<file path="src/rtl/prod_accumulator.sv">
// ---------------------------------------------------------------------------
// prod_accumulator
//
// Multiply-accumulate back end for the 8x8 CLA array multiplier. A burst of
// `len` unsigned 16-bit products is accepted over a valid/ready handshake and
// summed into an ACC_W-bit accumulator. The sum is then offered on a second
// valid/ready handshake. Every output is a flop, so no input reaches an
// output combinationally.
//
// Ports:
//   clk         system clock, rising edge
//   rst         synchronous active-high reset
//   start       one-cycle burst request, honoured only while idle
//   len         number of products in the burst (sampled with start)
//   prod_in     unsigned product from the multiplier
//   prod_valid  prod_in is valid
//   prod_ready  block accepts prod_in this cycle (high only while accumulating)
//   acc_out     accumulated sum, meaningful while out_valid is high
//   out_valid   result available
//   out_ready   consumer accepts the result
//   busy        accumulating or holding a result
//   ovf         sticky carry out of the accumulator MSB for the current burst
// ---------------------------------------------------------------------------
module prod_accumulator #(
    parameter int ACC_W = 24,
    parameter int LEN_W = 8
) (
    input  logic             clk,
    input  logic             rst,
    input  logic             start,
    input  logic [LEN_W-1:0] len,
    input  logic [15:0]      prod_in,
    input  logic             prod_valid,
    output logic             prod_ready,
    output logic [ACC_W-1:0] acc_out,
    output logic             out_valid,
    input  logic             out_ready,
    output logic             busy,
    output logic             ovf
);

    localparam logic [1:0] IDLE = 2'd0;
    localparam logic [1:0] ACC  = 2'd1;
    localparam logic [1:0] DONE = 2'd2;

    localparam logic [LEN_W-1:0] LEN_ZERO = {LEN_W{1'b0}};
    localparam logic [LEN_W-1:0] LEN_ONE  = {{(LEN_W-1){1'b0}}, 1'b1};

    logic [1:0]       state_r;
    logic [1:0]       state_s;
    logic [LEN_W-1:0] rem_r;
    logic [LEN_W-1:0] rem_s;
    logic [ACC_W-1:0] acc_s;
    logic             ovf_s;
    logic [ACC_W:0]   sum_s;

    // Next-state, next-accumulator and next-flag logic.
    always_comb begin
        state_s = state_r;
        rem_s   = rem_r;
        acc_s   = acc_out;
        ovf_s   = ovf;
        // One extra bit captures the carry out of the accumulator MSB.
        sum_s   = {1'b0, acc_out} + {{(ACC_W-15){1'b0}}, prod_in};
        case (state_r)
            IDLE: begin
                if (start) begin
                    acc_s = {ACC_W{1'b0}};
                    ovf_s = 1'b0;
                    if (len != LEN_ZERO) begin
                        rem_s   = len;
                        state_s = ACC;
                    end else begin
                        // Empty burst reports a zero result immediately.
                        state_s = DONE;
                    end
                end else begin
                    state_s = IDLE;
                end
            end
            ACC: begin
                // prod_ready is the registered image of state ACC.
                if (prod_valid && prod_ready) begin
                    acc_s = sum_s[ACC_W-1:0];
                    ovf_s = ovf | sum_s[ACC_W];
                    rem_s = rem_r - LEN_ONE;
                    if (rem_r == LEN_ONE) begin
                        state_s = DONE;
                    end else begin
                        state_s = ACC;
                    end
                end else begin
                    state_s = ACC;
                end
            end
            DONE: begin
                if (out_ready) begin
                    state_s = IDLE;
                end else begin
                    state_s = DONE;
                end
            end
            default: begin
                state_s = IDLE;
            end
        endcase
    end

    // State, datapath and handshake registers; outputs decoded from the next
    // state so that they line up with the state they describe.
    always_ff @(posedge clk) begin
        if (rst) begin
            state_r    <= IDLE;
            rem_r      <= LEN_ZERO;
            acc_out    <= {ACC_W{1'b0}};
            ovf        <= 1'b0;
            prod_ready <= 1'b0;
            out_valid  <= 1'b0;
            busy       <= 1'b0;
        end else begin
            state_r    <= state_s;
            rem_r      <= rem_s;
            acc_out    <= acc_s;
            ovf        <= ovf_s;
            prod_ready <= (state_s == ACC);
            out_valid  <= (state_s == DONE);
            busy       <= (state_s != IDLE);
        end
    end

endmodule

</file>
<file path="config.mk">
export PLATFORM = sky130hd
export DESIGN_NAME = prod_accumulator
export DESIGN_NICKNAME = d
export VERILOG_FILES = /design/src/rtl/prod_accumulator.sv
export SDC_FILE = /design/constraint.sdc
export NUM_CORES = 1
export LEC_CHECK = 0
export BUFFER_PORTS_ARGS = -buffer_cell sky130_fd_sc_hd__buf_4
export CAP_MARGIN = 20
export CORE_ASPECT_RATIO = 0.75
export CORE_MARGIN = 3
export CORE_UTILIZATION = 37
export CTS_CLUSTER_DIAMETER = 80
export CTS_CLUSTER_SIZE = 8
export DETAILED_ROUTE_END_ITERATION = 10
export PLACE_DENSITY = 0.63
export SETUP_SLACK_MARGIN = 0.4
export SYNTH_ARGS = -nofsm -noshare
export SYNTH_HDL_FRONTEND = slang
export SYNTH_SLANG_ARGS = --single-unit
</file>
<file path="constraint.sdc">
create_clock -name clk -period 5.7 [get_ports clk]
set_input_delay 0.855 -clock clk [delete_from_list [all_inputs] [get_ports clk]]
set_output_delay 0.855 -clock clk [all_outputs]
set_load 0.1 [all_outputs]
</file>
==> results of run 1 <==
final timing paths:
path | depth (start not counted) | slack, ns | startpoint | endpoint
max | 10 | 3.11 | prod_in[0] | acc_out[12]
min | 2 | 0.48 | acc_out[0] | acc_out[0]
min reg2reg | 2 | 0.48 | acc_out[0] | acc_out[0]
max reg2reg | 8 | 3.45 | acc_out[3] | acc_out[15]
power groups by stage:
stage	registers (mW)	clock network (mW)	logic, mW
final	0.285	0.196	0.141
after global routing	0.286	0.213	0.156
after CTS	0.284	0.205	0.141
after detailed placement	0.290	0	0.140
after global placement	0.290	0	0.139
after floorplan	0.313	0	0.0772
per-stage QoR:
| stage | cells | setup slack, ns | hold slack [ns] |
|---|---|---|---|
| 2_1_floorplan | 295 | 3.00 | 0.460 |
| 3_3_place_gp | 421 | 2.85 | 0.464 |
| 3_5_place_dp | 422 | 2.85 | 0.466 |
| 4_1_cts | 430 | 3.13 | 0.479 |
| 5_1_grt | 430 | 2.93 | 0.506 |
| 6_report | 430 | 3.11 | 0.478 |
Yosys cell counts (all sizes together), types with 2 or more instances:
cell    number  share of area [%]
o21a         6                1.9
or2          2               0.52
nor3        10                2.3
o21ai       20                4.2
nor2        31                4.8
nand4        4                1.0
nand2b       4                1.0
o211ai       3               0.94
dfxtp       38                 32
buf          3               0.63
clkbuf       5               0.78
nand2       27                4.3
o22a         2               0.73
o31ai        2               0.83
ha          18                9.4
a221oi       2               0.73
xor2         9                3.3
a22o         9                3.3
a31oi        2               0.78
xnor2        9                3.3
a211oi       3               0.94
inv          8                1.3
and3         5                1.5
a21oi       27                5.8
and2         3               0.78
or3          2               0.52
a21o         8                2.5
a22oi        6                1.9
nor4         3               0.78
nand3       10                2.1
sequential cells by signal, summed over array words and instances (netlist names):
name,flops
prod_ready,1
out_valid,1
state_r,2
ovf,1
rem_r,8
busy,1
acc_out,24
cell usage in the layout (no fill, tap or decap), types with 8 or more instances in the layout:
cell / Yosys / final
nand2_1: 26 / 26
nand3_1: 10 / 10
ha_1: 18 / 18
o21ai_0: 20 / 20
a21oi_1: 26 / 26
nor3_1: 9 / 9
buf_4: 0 / 57
dfxtp_1: 38 / 38
a22o_1: 9 / 9
xnor2_1: 9 / 9
inv_1: 8 / 8
a21o_1: 8 / 8
xor2_1: 9 / 9
nor2_1: 31 / 31
critical path: stages:
cell	delay, ns
buf_4	0.11
ha_1	0.21
fa_1	0.40
a21oi_1	0.25
o211ai_1	0.19
nand2_1	0.18
o21ai_0	0.13
a21oi_1	0.18
xnor2_1	0.08
a22o_1	0.19
cells by family (layout without fill, tap and decap cells):
| group | count (synthesis) | in the layout | share of synthesized area [%] |
|---|---|---|---|
| AO/OA/AOI/OAI | 99 | 99 | 27.6 |
| XOR/XNOR | 18 | 18 | 6.57 |
| AND/OR/NAND/NOR | 103 | 103 | 20.4 |
| buffers and inverters | 16 | 73 | 2.66 |
| adder cells (fa/ha/maj) | 19 | 19 | 10.2 |
| flip-flops | 38 | 38 | 31.7 |
| multiplexers | 2 | 2 | 0.886 |
final cells by class:
| cell class | instances | share of cell area [%] |
|---|---|---|
| multi-input combinational | 241 | 52.8 |
| sequential | 38 | 25.5 |
| timing repair buffer | 57 | 14.3 |
| tap | 78 | 3.27 |
| clock buffer | 7 | 2.89 |
| inverter | 8 | 1.01 |
| clock inverter | 1 | 0.168 |
metal layers:
metal,share of wire [%],GRT usage [%],up-vias
met1,52,23.9,1061
met5,0,0,-
met4,1.0,4.85,0
met3,6.7,4.85,7
met2,40,23.9,66
li1,-,-,1204
==> flow_summary_export.csv, run 1 <==
group,metric,value,unit
sta,rsz0062_at_grt,"false",
detailed_routing,ant_nets,0,
placed_design,io_buffers,56,
final_layout,n_fill_cell,602,
critical_path,cp-start-kind,"input pin",
detailed_routing,routedWlPerCell,14.3,um
logic_synthesis,yosysWarningCount,0,
power,p_int,424,uW
floorplan,die_y,75.8,um
detailed_routing,drt_wl_total,6160,um
floorplan,rows,24,
detailed_routing,vias_per_cell,5.44,
cts,cts_root_buf,"clkbuf_8",
critical_path,required,5.89,ns
critical_path,cp_max_fo,4,
sta,slew_viol_final,0,
logic_synthesis,synth_edf_count,0,
sta,fin_crit,2.59,ns
global_route,grt_pass1_wl,9960,um
logic_synthesis,ys_seq_area_share,31.7,%
detailed_routing,drt_pre_antenna_iters,4,
global_route,grt_max_degree,24,
final_layout,n_antenna_cell,0,
power,netSwitchingFraction,31.7,%
global_route,grt_usage,16.6,%
logic_synthesis,syn-instance-count,295,
power,power_density,208,mW/mm^2
placed_design,dp_hpwl,4700,um
logic_synthesis,synthFlopType,"dfxtp_1",
global_route,overflow,0,
power,p_clk_share,31.5,%
cts,ctsResizeCount,0,
detailed_routing,dr_total_vias,2338,
logic_synthesis,yosysUniqueCellTypes,51,
final_layout,multi_input_area,0.00158,sq mm
sta,setup_viol,0,
placed_design,place_congestion,0.829,
critical_path,end_kind,"flop",
cts,cts_tree,"done",
detailed_routing,drc,0,
cts,clkSinkCount,38,
sta,slew_headroom,50.1,%
sta,report.final.hold_viol_count,0,
worst_hold_path,hold_path.class,"reg -> reg",
cts,clock_latency,0.29,ns
run,cap_violations,0,
power,vdd_drop_max,0.0977,mV
sta,fin_skew,0.00577,ns
cts,hold_buffers,0,
critical_path,worstSetupPathType,"in -> reg",
final_layout,final_net_count,399,
power,seqPwrFrac,45.8,%
final_layout,drive_gt1_share,20.5,%
cts,clockBufferDepth,2,
logic_synthesis,avgSynthCellArea,8.14,sq um
cts,cts_max_level,2,
floorplan,boundaryPins,57,
logic_synthesis,ys_ff_latch,38,
cts,cts_setup_buffers,0,
floorplan,chipWidth,99.0,um
global_route,grt_antenna_before_repair,0,
power,p_sw,197,uW
final_layout,area_growth,24.3,%
final_layout,fin_area,0.00298,sq mm
cts,clkTransAtPathRegs,0.07,ns
placed_design,dpl_cell_area,0.00289,sq mm
floorplan,core_area,0.00604,sq mm
logic_synthesis,async_flop_share,0,%
sta,clock.fmax,386,MHz
power,finalPower,621,uW
run_status,status,"finished, final reports clean",
final_layout,final_util,49.4,%
floorplan,start_util,39.8,%
critical_path,arrival,2.78,ns
cts,cts_made_buffers,5,
logic_synthesis,syn_area,0.00240,sq mm
sta,worst_pin_slew,0.745,ns
detailed_routing,drt_iter0_markers,122,
final_layout,seq_area,761,sq um
power,combPwrFrac,22.7,%
sta,period_share,45.4,%
floorplan,dieArea,0.00750,sq mm
sta,tns,0,ns
global_route,grt_pass1_vias,2126,
logic_synthesis,synth_fp_nets,343,
power,leakagePower,1.33,nW
(Power assumes the default switching activity.)
==> inputs of run 2 (changes only) <==
Settings changed: PLACE_DENSITY 0.63 to 0.65.
Clock period 5.7 ns to 2.2 ns, I/O delays scaled along.
==> run 2 against run 1 <==
Compared with the run above: sequential power rose to 2.5 times the previous value; flip-flop and latch count did not move; non-clock buffer count rose by 32; cell count rose by 7.4%; critical path depth fell by 3; die area did not move; count of clock-buffer cells in the layout rose by 1; global-route usage rose by 1.4 points; largest cell class unchanged; highest routed layer unchanged.
==> flow_summary_export.csv, run 2 (synthesized netlist as in run 1, its figures left out) <==
group,metric,value,unit
run_status,status,"finished, final reports clean",
placed_design,place_congestion,0.832,
global_route,grt_pass1_wl,11000,um
final_layout,n_fill_cell,515,
detailed_routing,routedWlPerCell,15.1,um
sta,report.final.hold_viol_count,0,
placed_design,dp.cells,432,
cts,clkTransAtPathRegs,0.08,ns
sta,rsz0062_at_grt,"true",
critical_path,reg2reg_depth,7,
cts,clkSinkCount,38,
sta,slew_headroom,72.8,%
cts,clock_latency,0.29,ns
global_route,grt_usage,18.0,%
critical_path,cp_cell_sequence,"ha_4 -> a21oi_1 -> or3_1 -> and3_4 -> o31a_1 -> o21a_1 -> o21a_1",
critical_path,cpMostUsedCell,"o21a_1",
sta,period_share,91.4,%
critical_path,end_kind,"flop",
sta,worst_pin_slew,0.405,ns
final_layout,largest_reg_flops,24,
critical_path,cp_max_fo,5,
detailed_routing,drt_pre_antenna_iters,5,
detailed_routing,drt_iter0_markers,108,
final_layout,regMostFlops,"acc_out",
final_layout,top_regs,"acc_out: 24 flops, rem_r: 8 flops, state_r: 2 flops",
critical_path,slowest_stage,"dfxtp_4",
sta,tns,0,ns
detailed_routing,drt_wl_total,6960,um
critical_path,cp-start-kind,"flop",
run,cap_violations,0,
global_route,overflow,0,
floorplan,dieArea,0.00750,sq mm
cts,cts_tree,"done",
worst_hold_path,hold_path.class,"in -> reg",
power,leakagePower,1.57,nW
floorplan,die_y,75.8,um
floorplan,core_area,0.00604,sq mm
cts,clockBufferDepth,2,
sta,clock.fmax,497,MHz
worst_hold_path,hold_path_depth,3,
cts,cts_root_buf,"clkbuf_8",
sta,fin_skew,0.00652,ns
final_layout,area_growth,53.6,%
floorplan,start_util,39.8,%
final_layout,final_net_count,431,
global_route,grt_max_degree,23,
power,finalPower,1.74,mW
floorplan,rows,24,
placed_design,io_buffers,56,
final_layout,layout_commonest_cell,"buf_4",
critical_path,cpPeakStageDelay,0.36,ns
cts,cts_made_buffers,5,
detailed_routing,ant_nets,0,
critical_path,arrival,2.20,ns
detailed_routing,drc,0,
critical_path,worstSetupPathType,"reg -> reg",
power,power_density,472,mW/mm^2
detailed_routing,dr_total_vias,2512,
final_layout,layout.cells.non_filler,462,
sta,slew_viol_final,0,
sta,fin_crit,2.01,ns
global_route,grt_pass1_vias,2279,
final_layout,n_antenna_cell,0,
placed_design,dp_hpwl,5000,um
power,vdd_drop_max,0.421,mV
global_route,grt_antenna_before_repair,0,
final_layout,drive_gt1_share,44.8,%
sta,setup_viol,0,
final_layout,final_cell_mix,"buf_4, nor2_1, nand2_1",
cts,hold_buffers,0,
floorplan,boundaryPins,57,
critical_path,required,2.39,ns
floorplan,chipWidth,99.0,um
detailed_routing,vias_per_cell,5.44,
cts,cts_max_level,2,
==> run 2: timing repair <==
item,4_1_cts,5_1_grt
gates resized for setup,15,23
hold endpoints to repair,0,0
pin swaps,31,24
gates cloned,0,0
setup buffers,18,4
endpoints found under the setup margin,15,21
==> run 2: final cells by class <==
type | instances | area (sq um) | share of cell area [%]
well taps | 78 | 97.6 | 2.65
clock buffers | 8 | 101 | 2.75
multi-input cells | 241 | 1950 | 52.8
flip-flops and latches | 38 | 827 | 22.4
inverters | 8 | 30.0 | 0.814
repair buffers | 89 | 684 | 18.6
==> run 2: metal layers <==
layer / part of all wire [%] / wire length, um / global-route usage (%)
met3: 5.2 / 365 / 3.84
met1: 51 / 3530 / 26.5
met4: 0.72 / 50 / 3.18
met2: 43 / 3020 / 27.4
met5: 0 / 0 / 0
==> run 2: worst max-delay path, delay by kind of cell, from the launching register on <==
family	cells	cell delay, ns
simple gates	2	0.53
compound gates	4	0.74
flops	1	0.36
fa+ha+maj	1	0.29
==> run 2: worst paths after layout <==
check	slack, ns	start	to
max	0.19	acc_out[8]	acc_out[17]
min	0.36	start	acc_out[17]
max reg2reg	0.19	acc_out[8]	acc_out[17]
min reg2reg	0.48	ovf	ovf
==> run 2: where the power goes <==
| group | switching [mW] | internal, mW | leakage (nW) |
|---|---|---|---|
| Combinational | 0.268 | 0.196 | 1.19 |
| Clock | 0.257 | 0.294 | 0.0506 |
| Sequential | 0.0273 | 0.699 | 0.324 |
==> run 2: stage by stage <==
stage / area, sq um / setup slack [ns] / hold slack (ns) / util [%]
floorplan: 2700 / 0.0862 / 0.410 / -
global placement: 3250 / 0.0787 / 0.473 / 53.9
detailed placement: 3260 / 0.0429 / 0.467 / 53.9
CTS: 3570 / 0.201 / 0.356 / 59.1
global route: 3690 / 0.101 / 0.382 / 61.1
finish: 3690 / 0.189 / 0.360 / 61.1
==> inputs of run 3 (changes only) <==
Settings changed: ABC_AREA from default to 1, CORE_ASPECT_RATIO 0.75 to 1.75, PLACE_DENSITY 0.65 to 0.63.
==> run 3 against run 2 <==
Compared with the run above: die area is 21% higher; sequential power increased by 0.6%; clock skew rose by 0.0033 ns; area after synthesis is 22% higher; total power up 24%; first-iteration DRC count grew 41%; design area is 7.1% higher; critical path type unchanged; largest power group is now the clock network.
==> flow_summary_export.csv, run 3 <==
group,metric,value,unit
cts,hold_buffers,0,
final_layout,final_cell_mix,"nand2_1, inv_1, buf_4",
logic_synthesis,synth_compound_area_share,13.1,%
placed_design,place_congestion,0.956,
power,netSwitchingFraction,31.7,%
final_layout,fin_area,0.00395,sq mm
worst_hold_path,hold_path.class,"in -> reg",
critical_path,crit_start,"acc_out[6]",
sta,slew_headroom,74.2,%
run,cap_violations,0,
final_layout,multi_input_area,0.00210,sq mm
placed_design,dpl_cell_area,0.00351,sq mm
sta,setup_viol,0,
detailed_routing,routedWlPerCell,13.7,um
final_layout,seq_area,828,sq um
final_layout,area_growth,34.4,%
placed_design,io_buffers,56,
floorplan,dieArea,0.00909,sq mm
sta,fin_crit,1.79,ns
power,p_clk_share,42.1,%
sta,period_share,81.3,%
placed_design,dp.cells,611,
logic_synthesis,async_flop_share,0,%
final_layout,layout_commonest_cell,"nand2_1",
critical_path,required,2.43,ns
sta,clock.fmax,559,MHz
detailed_routing,ant_nets,0,
detailed_routing,drt_wl_total,8560,um
sta,fin_skew,0.00980,ns
floorplan,chipWidth,73.4,um
sta,worst_pin_slew,0.385,ns
logic_synthesis,synthFlopType,"dfxtp_1",
detailed_routing,vias_per_cell,5.10,
logic_synthesis,syn-instance-count,473,
logic_synthesis,synth_fa_ha_area_share,8.34,%
final_layout,n_antenna_cell,0,
critical_path,cp_max_fo,5,
final_layout,final_net_count,582,
floorplan,die_y,124,um
power,power_density,545,mW/mm^2
global_route,grt_max_degree,20,
cts,cts_max_level,2,
detailed_routing,drt_iter0_markers,152,
global_route,grt_usage,19.8,%
logic_synthesis,synth_top_family_by_area,"simple AND/OR/NAND/NOR gates",
power,p_sw,682,uW
logic_synthesis,ys_ff_latch,38,
critical_path,end_kind,"flop",
final_layout,drive_gt1_share,31.4,%
final_layout,largest_reg_flops,24,
run_status,status,"finished, final reports clean",
floorplan,rows,42,
logic_synthesis,ys_seq_area_share,25.9,%
cts,clkSinkCount,38,
final_layout,n_fill_cell,788,
floorplan,core_area,0.00762,sq mm
critical_path,r2r_start,"acc_out[6]",
logic_synthesis,synth_edf_count,0,
critical_path,cp-start-kind,"flop",
global_route,grt_pass1_wl,13900,um
cts,cts_made_buffers,5,
power,p_int,1.47,mW
logic_synthesis,yosys.area_share.simple,41.8,%
cts,clockBufferDepth,2,
power,seqPwrFrac,33.9,%
logic_synthesis,synth_xor_area_share,0.596,%
logic_synthesis,synth_commonest_cells,"nand2_1, inv_1, nor2_1",
final_layout,regMostFlops,"acc_out",
final_layout,top_regs,"acc_out: 24 flops, rem_r: 8 flops, state_r: 2 flops",
power,leakagePower,1.83,nW
logic_synthesis,synth_fp_nets,521,
sta,rsz0062_at_grt,"true",
detailed_routing,drt_pre_antenna_iters,4,
logic_synthesis,avgSynthCellArea,6.21,sq um
cts,clkTransAtPathRegs,0.07,ns
worst_hold_path,holdCritStartpoint,"len[2]",
sta,tns,0,ns
logic_synthesis,yosys-top-cells-area,"dfxtp_1, nand2_1, inv_1",
global_route,overflow,0,
detailed_routing,dr_total_vias,3179,
cts,cts_tree,"done",
power,vdd_drop_max,0.497,mV
logic_synthesis,netlist.area_leader.share,25.9,%
global_route,grt_antenna_before_repair,0,
detailed_routing,drc,0,
critical_path,arrival,2.02,ns
cts,cts_root_buf,"clkbuf_16",
logic_synthesis,yosysWarningCount,0,
sta,report.final.hold_viol_count,0,
logic_synthesis,syn_area,0.00294,sq mm
cts,clock_latency,0.29,ns
logic_synthesis,synth_mux_area_share,0,%
placed_design,dp_hpwl,6610,um
logic_synthesis,synth_top_cell_by_area,"dfxtp_1",
final_layout,layout.cells.non_filler,623,
logic_synthesis,yosysMostFrequentCell,"nand2_1",
floorplan,start_util,38.6,%
power,combPwrFrac,24.0,%
global_route,grt_pass1_vias,3114,
sta,slew_viol_final,0,
logic_synthesis,yosysUniqueCellTypes,37,
critical_path,worstSetupPathType,"reg -> reg",
floorplan,boundaryPins,57,
run 3: changes by cell type in the layout (fill, tap and decap cells not counted), sizes merged, moves of 6 or more:
cell | previous run | this run
nand3 | 10 | 40
nand2 | 27 | 154
nor2 | 31 | 47
buf | 89 | 61
a22oi | 6 | 0
xnor2 | 9 | 0
o21a | 6 | 0
inv | 8 | 68
a22o | 9 | 0
xor2 | 9 | 2
a21o | 8 | 0
a21oi | 27 | 43
run 3: metrics by stage:
step | worst slack, ns | total power [mW] | utilization [%] | hold slack [ns]
2_1_floorplan | 0.408 | 1.09 | - | 0.444
3_3_place_gp | 0.219 | 1.22 | 46.1 | 0.443
3_5_place_dp | 0.212 | 1.22 | 46.1 | 0.454
4_1_cts | 0.396 | 2.13 | 48.6 | 0.327
5_1_grt | 0.331 | 2.25 | 51.8 | 0.356
6_report | 0.411 | 2.15 | 51.8 | 0.331
run 3: per-layer routing:
layer,share of wire [%],vias to the layer above,wire [um],GRT usage (%)
li1,-,1642,-,-
met1,36,1450,3060,18.8
met2,58,68,4940,39.4
met3,3.2,19,278,2.75
met4,3.2,0,278,9.86
met5,0,-,0,0
run 3: critical path: stages, from the launching register on:
cell and delay [ns]:
dfxtp_4 0.35, ha_1 0.34, nand2_2 0.16, inv_1 0.07, a21oi_1 0.26, o21ai_4 0.11
nand2_2 0.12, nand2_4 0.08, nand2_1 0.08, nand2_1 0.06, a21oi_2 0.10
run 3: layout make-up:
type,count,area share [%]
Inverter,68,6.65
Sequential cell,38,21.0
Tap cell,88,2.79
Clock buffer,8,4.78
Multi-Input combinational cell,360,53.2
Timing Repair Buffer,61,11.6
run 3: path summary, 6_finish.rpt:
path / end / slack, ns / cells after the start
setup / recovery: acc_out[16] / 0.41 / 10
hold reg to reg: ovf / 0.45 / 2
hold / removal: rem_r[2] / 0.33 / 3
setup reg to reg: acc_out[16] / 0.41 / 10
run 3: power groups by stage:
stage,sequential (mW),clock (mW),combinational [mW]
final,0.730,0.905,0.516
after global routing,0.732,0.941,0.574
after CTS,0.728,0.921,0.481
after detailed placement,0.743,0,0.478
after global placement,0.742,0,0.475
after floorplan,0.826,0,0.267
run 3: repair_timing:
item	4_1_cts	5_1_grt
buffers inserted	0	4
setup endpoints to repair	4	27
resized for setup	2	48
pin swaps	0	16
gates cloned	0	0
run 3: kinds of logic (layout without fill, tap and decap cells):
group | count (synthesis) | count (layout)
flip-flops | 38 | 38
XOR/XNOR | 2 | 2
AND/OR/NAND/NOR | 267 | 267
buffers and inverters | 75 | 137
adder cells (fa/ha/maj) | 19 | 19
AO/OA/AOI/OAI | 72 | 72
